[src/rtl/morra_cinese.sv]
// morra_cinese: synchronous rock-paper-scissors referee for two players.
//
// The block scores one round on every clock edge while a game is in
// progress. It counts wins for each player and the number of valid rounds
// played, and it declares the game result when the game ends.
//
// Ports:
//   clk    in  1  system clock; all state updates happen on the rising edge
//   rst    in  1  synchronous active-high reset
//   P1     in  2  player-1 move (00 invalid, 01 rock, 10 paper, 11 scissors);
//                 while START=1 it is the high half of the round-count setting
//   P2     in  2  player-2 move (same encoding); while START=1 it is the
//                 low half of the round-count setting
//   START  in  1  start or restart a game
//   ROUND  out 2  registered round result (00 none/invalid, 01 P1, 10 P2, 11 tie)
//   GAME   out 2  registered game result, non-zero for exactly one cycle
//                 (00 running/idle, 01 P1 wins, 10 P2 wins, 11 tie)
module morra_cinese (
  input  logic       clk,
  input  logic       rst,
  input  logic [1:0] P1,
  input  logic [1:0] P2,
  input  logic       START,
  output logic [1:0] ROUND,
  output logic [1:0] GAME
);

  typedef enum logic {IDLE, PLAY} state_t;

  localparam logic [1:0] RES_NONE = 2'b00;
  localparam logic [1:0] RES_P1   = 2'b01;
  localparam logic [1:0] RES_P2   = 2'b10;
  localparam logic [1:0] RES_TIE  = 2'b11;

  state_t     state_q, state_d;
  logic [4:0] max_q, max_d;
  logic [4:0] wins1_q, wins1_d;
  logic [4:0] wins2_q, wins2_d;
  logic [4:0] played_q, played_d;
  // Last-winner record: which player won the previous valid round (RES_NONE
  // after a tie or at game start) and the move they won with.
  logic [1:0] lwin_q, lwin_d;
  logic [1:0] lmove_q, lmove_d;
  logic [1:0] round_q, round_d;
  logic [1:0] game_q, game_d;

  logic [1:0] outcome;
  logic       repeat_mv;
  logic       valid_rnd;
  logic [4:0] margin;

  // Rock beats scissors, scissors beats paper, paper beats rock.
  function automatic logic [1:0] judge(input logic [1:0] a, input logic [1:0] b);
    if (a == b)
      return RES_TIE;
    else if ((a == 2'b01 && b == 2'b11) ||
             (a == 2'b11 && b == 2'b10) ||
             (a == 2'b10 && b == 2'b01))
      return RES_P1;
    else
      return RES_P2;
  endfunction

  always_comb begin
    state_d   = state_q;
    max_d     = max_q;
    wins1_d   = wins1_q;
    wins2_d   = wins2_q;
    played_d  = played_q;
    lwin_d    = lwin_q;
    lmove_d   = lmove_q;
    round_d   = RES_NONE;
    game_d    = RES_NONE;
    outcome   = judge(P1, P2);
    // The previous winner may not reuse the exact move they won with.
    repeat_mv = ((lwin_q == RES_P1) && (P1 == lmove_q)) ||
                ((lwin_q == RES_P2) && (P2 == lmove_q));
    valid_rnd = (P1 != 2'b00) && (P2 != 2'b00) && !repeat_mv;
    margin    = 5'd0;

    if (START) begin
      max_d    = {1'b0, P1, P2} + 5'd4;
      wins1_d  = 5'd0;
      wins2_d  = 5'd0;
      played_d = 5'd0;
      lwin_d   = RES_NONE;
      lmove_d  = 2'b00;
      state_d  = PLAY;
    end else if (state_q == PLAY && valid_rnd) begin
      round_d  = outcome;
      played_d = played_q + 5'd1;
      case (outcome)
        RES_P1: begin
          wins1_d = wins1_q + 5'd1;
          lwin_d  = RES_P1;
          lmove_d = P1;
        end
        RES_P2: begin
          wins2_d = wins2_q + 5'd1;
          lwin_d  = RES_P2;
          lmove_d = P2;
        end
        default: begin
          lwin_d  = RES_NONE;
          lmove_d = 2'b00;
        end
      endcase

      // End-of-game test uses the counts after this round's update.
      margin = (wins1_d >= wins2_d) ? (wins1_d - wins2_d) : (wins2_d - wins1_d);
      if ((played_d >= 5'd4 && margin >= 5'd2) || played_d == max_q) begin
        if (wins1_d > wins2_d)
          game_d = RES_P1;
        else if (wins2_d > wins1_d)
          game_d = RES_P2;
        else
          game_d = RES_TIE;
        state_d = IDLE;
      end
    end
  end

  always_ff @(posedge clk) begin
    if (rst) begin
      state_q  <= IDLE;
      max_q    <= 5'd4;
      wins1_q  <= 5'd0;
      wins2_q  <= 5'd0;
      played_q <= 5'd0;
      lwin_q   <= RES_NONE;
      lmove_q  <= 2'b00;
      round_q  <= RES_NONE;
      game_q   <= RES_NONE;
    end else begin
      state_q  <= state_d;
      max_q    <= max_d;
      wins1_q  <= wins1_d;
      wins2_q  <= wins2_d;
      played_q <= played_d;
      lwin_q   <= lwin_d;
      lmove_q  <= lmove_d;
      round_q  <= round_d;
      game_q   <= game_d;
    end
  end

  assign ROUND = round_q;
  assign GAME  = game_q;

endmodule

[config.mk]
export PLATFORM = sky130hd
export DESIGN_NAME = morra_cinese
export DESIGN_NICKNAME = d
export VERILOG_FILES = /design/src/rtl/morra_cinese.sv
export SDC_FILE = /design/constraint.sdc
export NUM_CORES = 1
export LEC_CHECK = 0
export CAP_MARGIN = 20
export CORE_AREA = 2 2 84 86
export DETAILED_ROUTE_END_ITERATION = 12
export DIE_AREA = 0 0 86 88
export PLACE_DENSITY = 0.44
export SKIP_LAST_GASP = 1
export SLEW_MARGIN = 20
export SYNTH_ARGS = -nofsm -noshare
export SYNTH_HDL_FRONTEND = slang
export SYNTH_SLANG_ARGS = --single-unit
[constraint.sdc]
create_clock -name clk -period 11.7 [get_ports clk]
set_input_delay 2.34 -clock clk [delete_from_list [all_inputs] [get_ports clk]]
set_output_delay 2.34 -clock clk [all_outputs]
set_load 0.05 [all_outputs]
==> flow_metrics.env, run 1 <==
export IMPL_final_period_utilization_pct=53.0
export IMPL_avgSynthCellArea_um2=8.33
export IMPL_clockBufferDepth=2
export IMPL_initial_core_util_pct=31.5
export IMPL_worstPathRequired_ns=11.92
export IMPL_synthAdderAreaFrac_pct=12.7
export IMPL_maxCapViolCount=0
export IMPL_synth_edf_count=0
export IMPL_numCtsBuffers=5
export IMPL_post_cts_resize_count=0
export IMPL_coreArea_um2=6640
export IMPL_antenna_found_initial=0
export IMPL_synthXorXnorAreaFrac_pct=12.6
export IMPL_numPortBuffers=10
export IMPL_fin_crit_ns=6.20
export IMPL_synth_top_family_by_area="simple AND/OR/NAND/NOR gates"
export IMPL_synth_area_um2=2090
export IMPL_die_x_um=86
export IMPL_r2r_start="wins1_q[0]$_SDFFE_PP0P_"
export IMPL_drv_slew=0
export IMPL_first_global_vias=1600
export IMPL_yosysUniqueCellTypes=48
export IMPL_end_kind="flip-flop"
export IMPL_place_area_um2=2220
export IMPL_row_count=30
export IMPL_r2r_end="state_q$_SDFFE_PP0P_"
export IMPL_rsz0062_at_grt="false"
export IMPL_finalClockSkew_ns=0.00792
export IMPL_dr_total_vias=1638
export IMPL_finalHoldViolCount=0
export IMPL_final_area_um2=2330
export IMPL_status="complete, no violations"
export IMPL_dr_first_iter_drc_count=76
export IMPL_nNetsFinal=283
export IMPL_cp_startpoint="P1[0]"
export IMPL_ios=11
export IMPL_area_growth_pct=11.3
export IMPL_grt_pass1_wl_mm=7.89
export IMPL_relSlewSlack_pct=55.1
export IMPL_drt_wirelength_per_cell_um=13.5
export IMPL_synth_area_leaders="dfxtp_1 (28%), ha_1 (11%), xor2_1 (8.4%), nor2_1 (4.3%), xnor2_1 (4.2%)"
export IMPL_dr_pass1_iters=4
export IMPL_wl_mm=4.54
export IMPL_fin_tns_setup_ns=0
export IMPL_r2r_cells=10
export IMPL_seq_area_frac_synth_pct=27.8
export IMPL_post_cts_setup_buffer_count=0
export IMPL_ir_worst_vdd_mv=0.0480
export IMPL_hp_class="flip-flop to flip-flop"
export IMPL_yosys_area_share_simple_pct=22.6
export IMPL_hpwl_mm=3.43
export IMPL_utilization_pct=35.0
export IMPL_n_antenna_cell=0
export IMPL_dieHeight_um=88
export IMPL_synth_mux_area_share_pct=4.61
export IMPL_root_buffer="clkbuf_8"
export IMPL_synthFlopType="dfxtp_1"
export IMPL_max_clock_freq_mhz=161
export IMPL_vias_per_cell=4.86
export IMPL_synth_warnings=0
export IMPL_synth_compound_area_share_pct=13.5
export IMPL_rrSetupSlack_ns=8.81
export IMPL_grt_max_degree=20
export IMPL_cp_max_fo=8
export IMPL_synthCells=251
export IMPL_cts_sinks=29
export IMPL_synth_largest_area_cell="dfxtp_1"
export IMPL_synth_nets=278
export IMPL_worstMarginPinSlew_ns=0.671
export IMPL_critPathKind="primary input to flip-flop"
export IMPL_synth_seq_cells=29
export IMPL_drc=0
export IMPL_hold_buffers=0
export IMPL_cts_tree="yes"
export IMPL_leakagePower_nw=0.972
export IMPL_crit_arrival_ns=6.42
export IMPL_die_area_um2=7570
export IMPL_endpoint="state_q$_SDFFE_PP0P_"
export IMPL_overflow=0
export IMPL_start_kind="primary input"
export IMPL_yosysTopAreaCellShare_pct=27.8
export IMPL_powerDensity_nw_per_um2=107
export IMPL_ant_nets=0
export IMPL_async_flop_share_pct=0
export IMPL_clk_latency_ns=0.28
export IMPL_track_usage_pct=13.5
export IMPL_drive_gt1_share_pct=5.84
export IMPL_setup_viol=0
export IMPL_htree_levels=2
export IMPL_clkSlewWorstSetupHoldPaths_ns=0.06
export IMPL_gp_congestion=0.831
==> final cells by class <==
class,count,area [um^2]
flip-flops and latches,29,581
well taps,80,100
clock buffers,7,96.3
inverters,17,63.8
clock inverters,1,5.00
multi-input cells,193,1380
fillers,700,4320
repair buffers,10,100
==> stage by stage <==
| stage | cells | power [mW] | worst slack [ns] | hold WS (ns) |
|---|---|---|---|---|
| detailed placement | 329 | 0.160 | 5.19 | 0.452 |
| floorplan | 251 | 0.147 | 6.40 | 0.436 |
| finish | 337 | 0.249 | 5.50 | 0.460 |
| global placement | 329 | 0.160 | 5.32 | 0.447 |
| CTS | 337 | 0.253 | 5.48 | 0.461 |
| global route | 337 | 0.264 | 5.16 | 0.486 |
==> layout by cell type (no fill, tap or decap), drive strengths merged, types with 2 or more instances in the layout <==
cell           Yosys  final
nand2b             6      6
nand3             12     12
nor2              25     25
or2                2      2
o21ai             13     13
fa                 2      2
nor3b              2      2
mux2i              7      7
clkbuf             4      7
mux2               2      2
clkdlybuf4s50      0     10
inv               17     17
a211o              2      2
nor2b              3      3
a21oi             15     15
nor3               3      3
nand2             19     19
or3                4      4
o211ai             4      4
xnor2             10     10
dfxtp             29     29
ha                18     18
nand4              5      5
xor2              20     20
or4                3      3
==> metal layers <==
metal / vias up / global-route usage (%) / wire length, um
li1: 864 / - / -
met1: 751 / 18.2 / 2350
met2: 18 / 20.9 / 2000
met3: 5 / 3.49 / 138
met4: 0 / 4.76 / 56
met5: - / 0 / 0
==> worst min-delay path by stage <==
stage	start	end	slack (ns)	depth (start not counted)
finish	lwin_q[1]$_SDFFE_PP0P_	lwin_q[1]$_SDFFE_PP0P_	0.46	2
global route	lwin_q[1]$_SDFFE_PP0P_	lwin_q[1]$_SDFFE_PP0P_	0.49	2
global placement	lwin_q[1]$_SDFFE_PP0P_	lwin_q[1]$_SDFFE_PP0P_	0.45	2
CTS	lwin_q[1]$_SDFFE_PP0P_	lwin_q[1]$_SDFFE_PP0P_	0.46	2
floorplan	lwin_q[1]$_SDFFE_PP0P_	lwin_q[1]$_SDFFE_PP0P_	0.44	2
detailed placement	lwin_q[1]$_SDFFE_PP0P_	lwin_q[1]$_SDFFE_PP0P_	0.45	2
==> power breakdown <==
group          internal, mW  switching [mW]  total, mW
Combinational        0.0219          0.0302     0.0521
Clock                0.0531          0.0389     0.0920
Sequential            0.102         0.00283      0.105
Total                 0.177          0.0719      0.249
==> cell usage after synthesis (2+ instances only) <==
library cell and n:
dfxtp_1 29, nor2_1 24, xor2_1 20, ha_1 18, nand2_1 18, inv_1 17
a21oi_1 15, nand3_1 12, o21ai_0 10, xnor2_1 10, mux2i_1 7, nand2b_1 6
nand4_1 5, clkbuf_1 4, o211ai_1 4, or3_1 4, buf_4 3, nor2b_1 3
nor3_1 3, o21ai_1 3, or4_1 3, a211o_1 2, buf_1 2, buf_2 2
fa_1 2, nor3b_1 2, or2_2 2
==> sequential cells by signal, indices dropped and copies added, names as in the netlist, named ones only <==
name / flops
lmove_q: 2
GAME: 2
ROUND: 2
lwin_q: 2
wins1_q: 5
wins2_q: 3
played_q: 5
state_q: 1
max_q: 5
==> worst max-delay path, cell delays in order <==
cell	delay (ns)
clkdlybuf4s50_1	0.65
inv_1	0.13
ha_1	0.23
mux2i_1	0.12
mux2_4	0.21
nor2b_1	0.46
nand4_1	0.23
xor2_1	0.21
inv_1	0.06
ha_1	0.34
and4_1	0.23
a221oi_1	0.23
o21ai_1	0.14
or3_1	0.40
a311o_1	0.36
nand3_1	0.06
==> cells by family after synthesis <==
family / after synthesis
adders and majority gates: 20
buffers and inverters: 29
xor gates and xnor gates: 30
and+or+nand+nor: 91
AOI/OAI and AO/OA: 43
DFF: 29
muxes: 9
Power figures use the tool's default switching activity.
==> run 2, diff against run 1 <==
==> constraint.sdc (replaced) <==
create_clock -name clk -period 5.9 [get_ports clk]
set_input_delay 1.18 -clock clk [delete_from_list [all_inputs] [get_ports clk]]
set_output_delay 1.18 -clock clk [all_outputs]
set_load 0.05 [all_outputs]
==> run 2 against run 1 <==
Effect of this change: sequential share of layout area rose by 0.16 points; via count fell by 1.1%; sequential power rose by 98%; cell count fell by 0.30%; final area fell by 0.65%; first-iteration DRC count rose by 24%; wire length fell by 0.90%; non-clock buffer count did not move; clock skew fell by 0.0053 ns; largest cell class unchanged; highest routed layer unchanged.
==> flow_metrics.env, run 2 (synthesis gave the netlist of run 1 again) <==
export IMPL_status="complete, no violations"
export IMPL_final_cell_mix="dfxtp_1 (29), nor2_1 (24), xor2_1 (20), nand2_1 (18), ha_1 (18)"
export IMPL_dr_first_iter_drc_count=94
export IMPL_vias_per_cell=4.82
export IMPL_track_usage_pct=13.4
export IMPL_hold_buffers=0
export IMPL_biggestRegsByFlops="max_q: 5 flops, played_q: 5 flops, wins1_q: 5 flops"
export IMPL_start_kind="primary input"
export IMPL_drc=0
export IMPL_initial_core_util_pct=31.5
export IMPL_hpwl_mm=3.40
export IMPL_critPathKind="primary input to flip-flop"
export IMPL_place_area_um2=2220
export IMPL_dr_total_vias=1620
export IMPL_clockBufferDepth=2
export IMPL_multi_input_area_um2=1380
export IMPL_p_total_mw=0.478
export IMPL_setup_viol=0
export IMPL_leakagePower_nw=0.962
export IMPL_first_global_vias=1579
export IMPL_final_common_cell="dfxtp_1"
export IMPL_grtUsageMet1_pct=19.3
export IMPL_drt_wirelength_per_cell_um=13.4
export IMPL_final_period_utilization_pct=85.3
export IMPL_relSlewSlack_pct=57.8
export IMPL_root_buffer="clkbuf_8"
export IMPL_finalHoldViolCount=0
export IMPL_rsz0062_at_grt="false"
export IMPL_worstPathCellList="clkdlybuf4s50_1 > inv_1 > ha_1 > mux2i_1 > mux2_4 > nor2b_1 > nand4_1 > xor2_1 > inv_1 > ha_1 > and4_1 > a221oi_1 > o21ai_1 > or3_1 > a311o_1 > nand3_1"
export IMPL_dieHeight_um=88
export IMPL_finalClockSkew_ns=0.00267
export IMPL_max_stage_delay_ns=0.64
export IMPL_crit_arrival_ns=5.25
export IMPL_antenna_found_initial=0
export IMPL_numPortBuffers=10
export IMPL_final_area_um2=2310
export IMPL_cts_tree="yes"
export IMPL_grt_use_met3_pct=2.83
export IMPL_die_x_um=86
export IMPL_post_cts_resize_count=0
export IMPL_row_count=30
export IMPL_worstMarginPinSlew_ns=0.630
export IMPL_overflow=0
export IMPL_wl_mm=4.50
export IMPL_max_clock_freq_mhz=199
export IMPL_n_antenna_cell=0
export IMPL_post_cts_setup_buffer_count=0
export IMPL_crit_family="simple AND/OR/NAND/NOR gates"
export IMPL_timing_hold_ws_ns=0.462
export IMPL_pre_cts_ws_ns=0.554
export IMPL_fillerInstances=697
export IMPL_cpMaxStageDelayCell="clkdlybuf4s50_1"
export IMPL_numCtsBuffers=5
export IMPL_met2_usage_pct=19.8
export IMPL_die_area_um2=7570
export IMPL_grt_pass1_wl_mm=7.89
export IMPL_powerDensity_nw_per_um2=207
export IMPL_gr_max_usage_layer="met2"
export IMPL_ir_worst_vdd_mv=0.0878
export IMPL_fin_tns_setup_ns=0
export IMPL_cts_sinks=29
export IMPL_clkSlewWorstSetupHoldPaths_ns=0.06
export IMPL_worstPathRequired_ns=6.12
export IMPL_end_kind="flip-flop"
export IMPL_hp_class="flip-flop to flip-flop"
export IMPL_clk_latency_ns=0.27
export IMPL_htree_levels=2
export IMPL_dr_pass1_iters=4
export IMPL_nNetsFinal=283
export IMPL_drive_gt1_share_pct=5.08
export IMPL_area_growth_pct=10.5
export IMPL_cp_max_fo=8
export IMPL_gp_congestion=0.831
export IMPL_grt_max_degree=20
export IMPL_ios=11
export IMPL_maxCapViolCount=0
export IMPL_setup_ws_ns=0.868
export IMPL_coreArea_um2=6640
export IMPL_seqCellArea_um2=581
export IMPL_cp_num_buf_inv=3
export IMPL_drv_slew=0
export IMPL_ant_nets=0
export IMPL_fin_crit_ns=5.03
## run 2: path summary, 6_finish.rpt
| kind | slack (ns) | to | startpoint | depth (start not counted) |
|---|---|---|---|---|
| max | 0.87 | state_q$_SDFFE_PP0P_ | P1[0] | 16 |
| min | 0.46 | lwin_q[1]$_SDFFE_PP0P_ | lwin_q[1]$_SDFFE_PP0P_ | 2 |
| max reg2reg | 3.00 | state_q$_SDFFE_PP0P_ | wins1_q[0]$_SDFFE_PP0P_ | 10 |
| min reg2reg | 0.46 | lwin_q[1]$_SDFFE_PP0P_ | lwin_q[1]$_SDFFE_PP0P_ | 2 |
## run 2: report_power, final
part           internal, mW  total [mW]  switching, mW
logic                0.0433       0.103         0.0593
clock network        0.0925       0.167         0.0750
registers             0.202       0.208        0.00585
total                 0.337       0.478          0.140
## run 2: worst reg2reg max path: stages (launching register included)
cell and delay, ns:
dfxtp_1 0.40, ha_1 0.22, nand4_1 0.18, xor2_1 0.28
ha_1 0.34, and4_1 0.23, a221oi_1 0.23, o21ai_1 0.14
or3_1 0.40, a311o_1 0.35, nand3_1 0.06
## run 2: layout make-up
cell class	count	share of cell area, %
Inverter	17	2.76
Clock buffer	7	3.74
Tap cell	80	4.33
Sequential cell	29	25.1
Multi-Input combinational cell	193	59.7
Timing Repair Buffer	10	4.33
## run 2: metal layers
metal,share of wire (%),vias to the layer above
met5,0,-
met4,1.0,0
met3,3.0,5
met2,42,16
met1,53,732
li1,-,867
## run 2: metrics by stage
stage,utilization [%],cells
global route,34.8,336
finish,34.8,336
detailed placement,33.5,329
CTS,34.8,336
global placement,33.5,329
floorplan,-,251
==> run 3, diff against run 2 <==
--- a/config.mk
+++ b/config.mk
@@ -11,7 +11,7 @@
 export DIE_AREA = 0 0 86 88
 export PLACE_DENSITY = 0.44
 export SKIP_LAST_GASP = 1
-export SLEW_MARGIN = 20
+export SLEW_MARGIN = 25
 export SYNTH_ARGS = -nofsm -noshare
 export SYNTH_HDL_FRONTEND = slang
 export SYNTH_SLANG_ARGS = --single-unit
==> results of run 3 <==
Same layout as run 2: the final DEF is identical, and so are final timing and power.
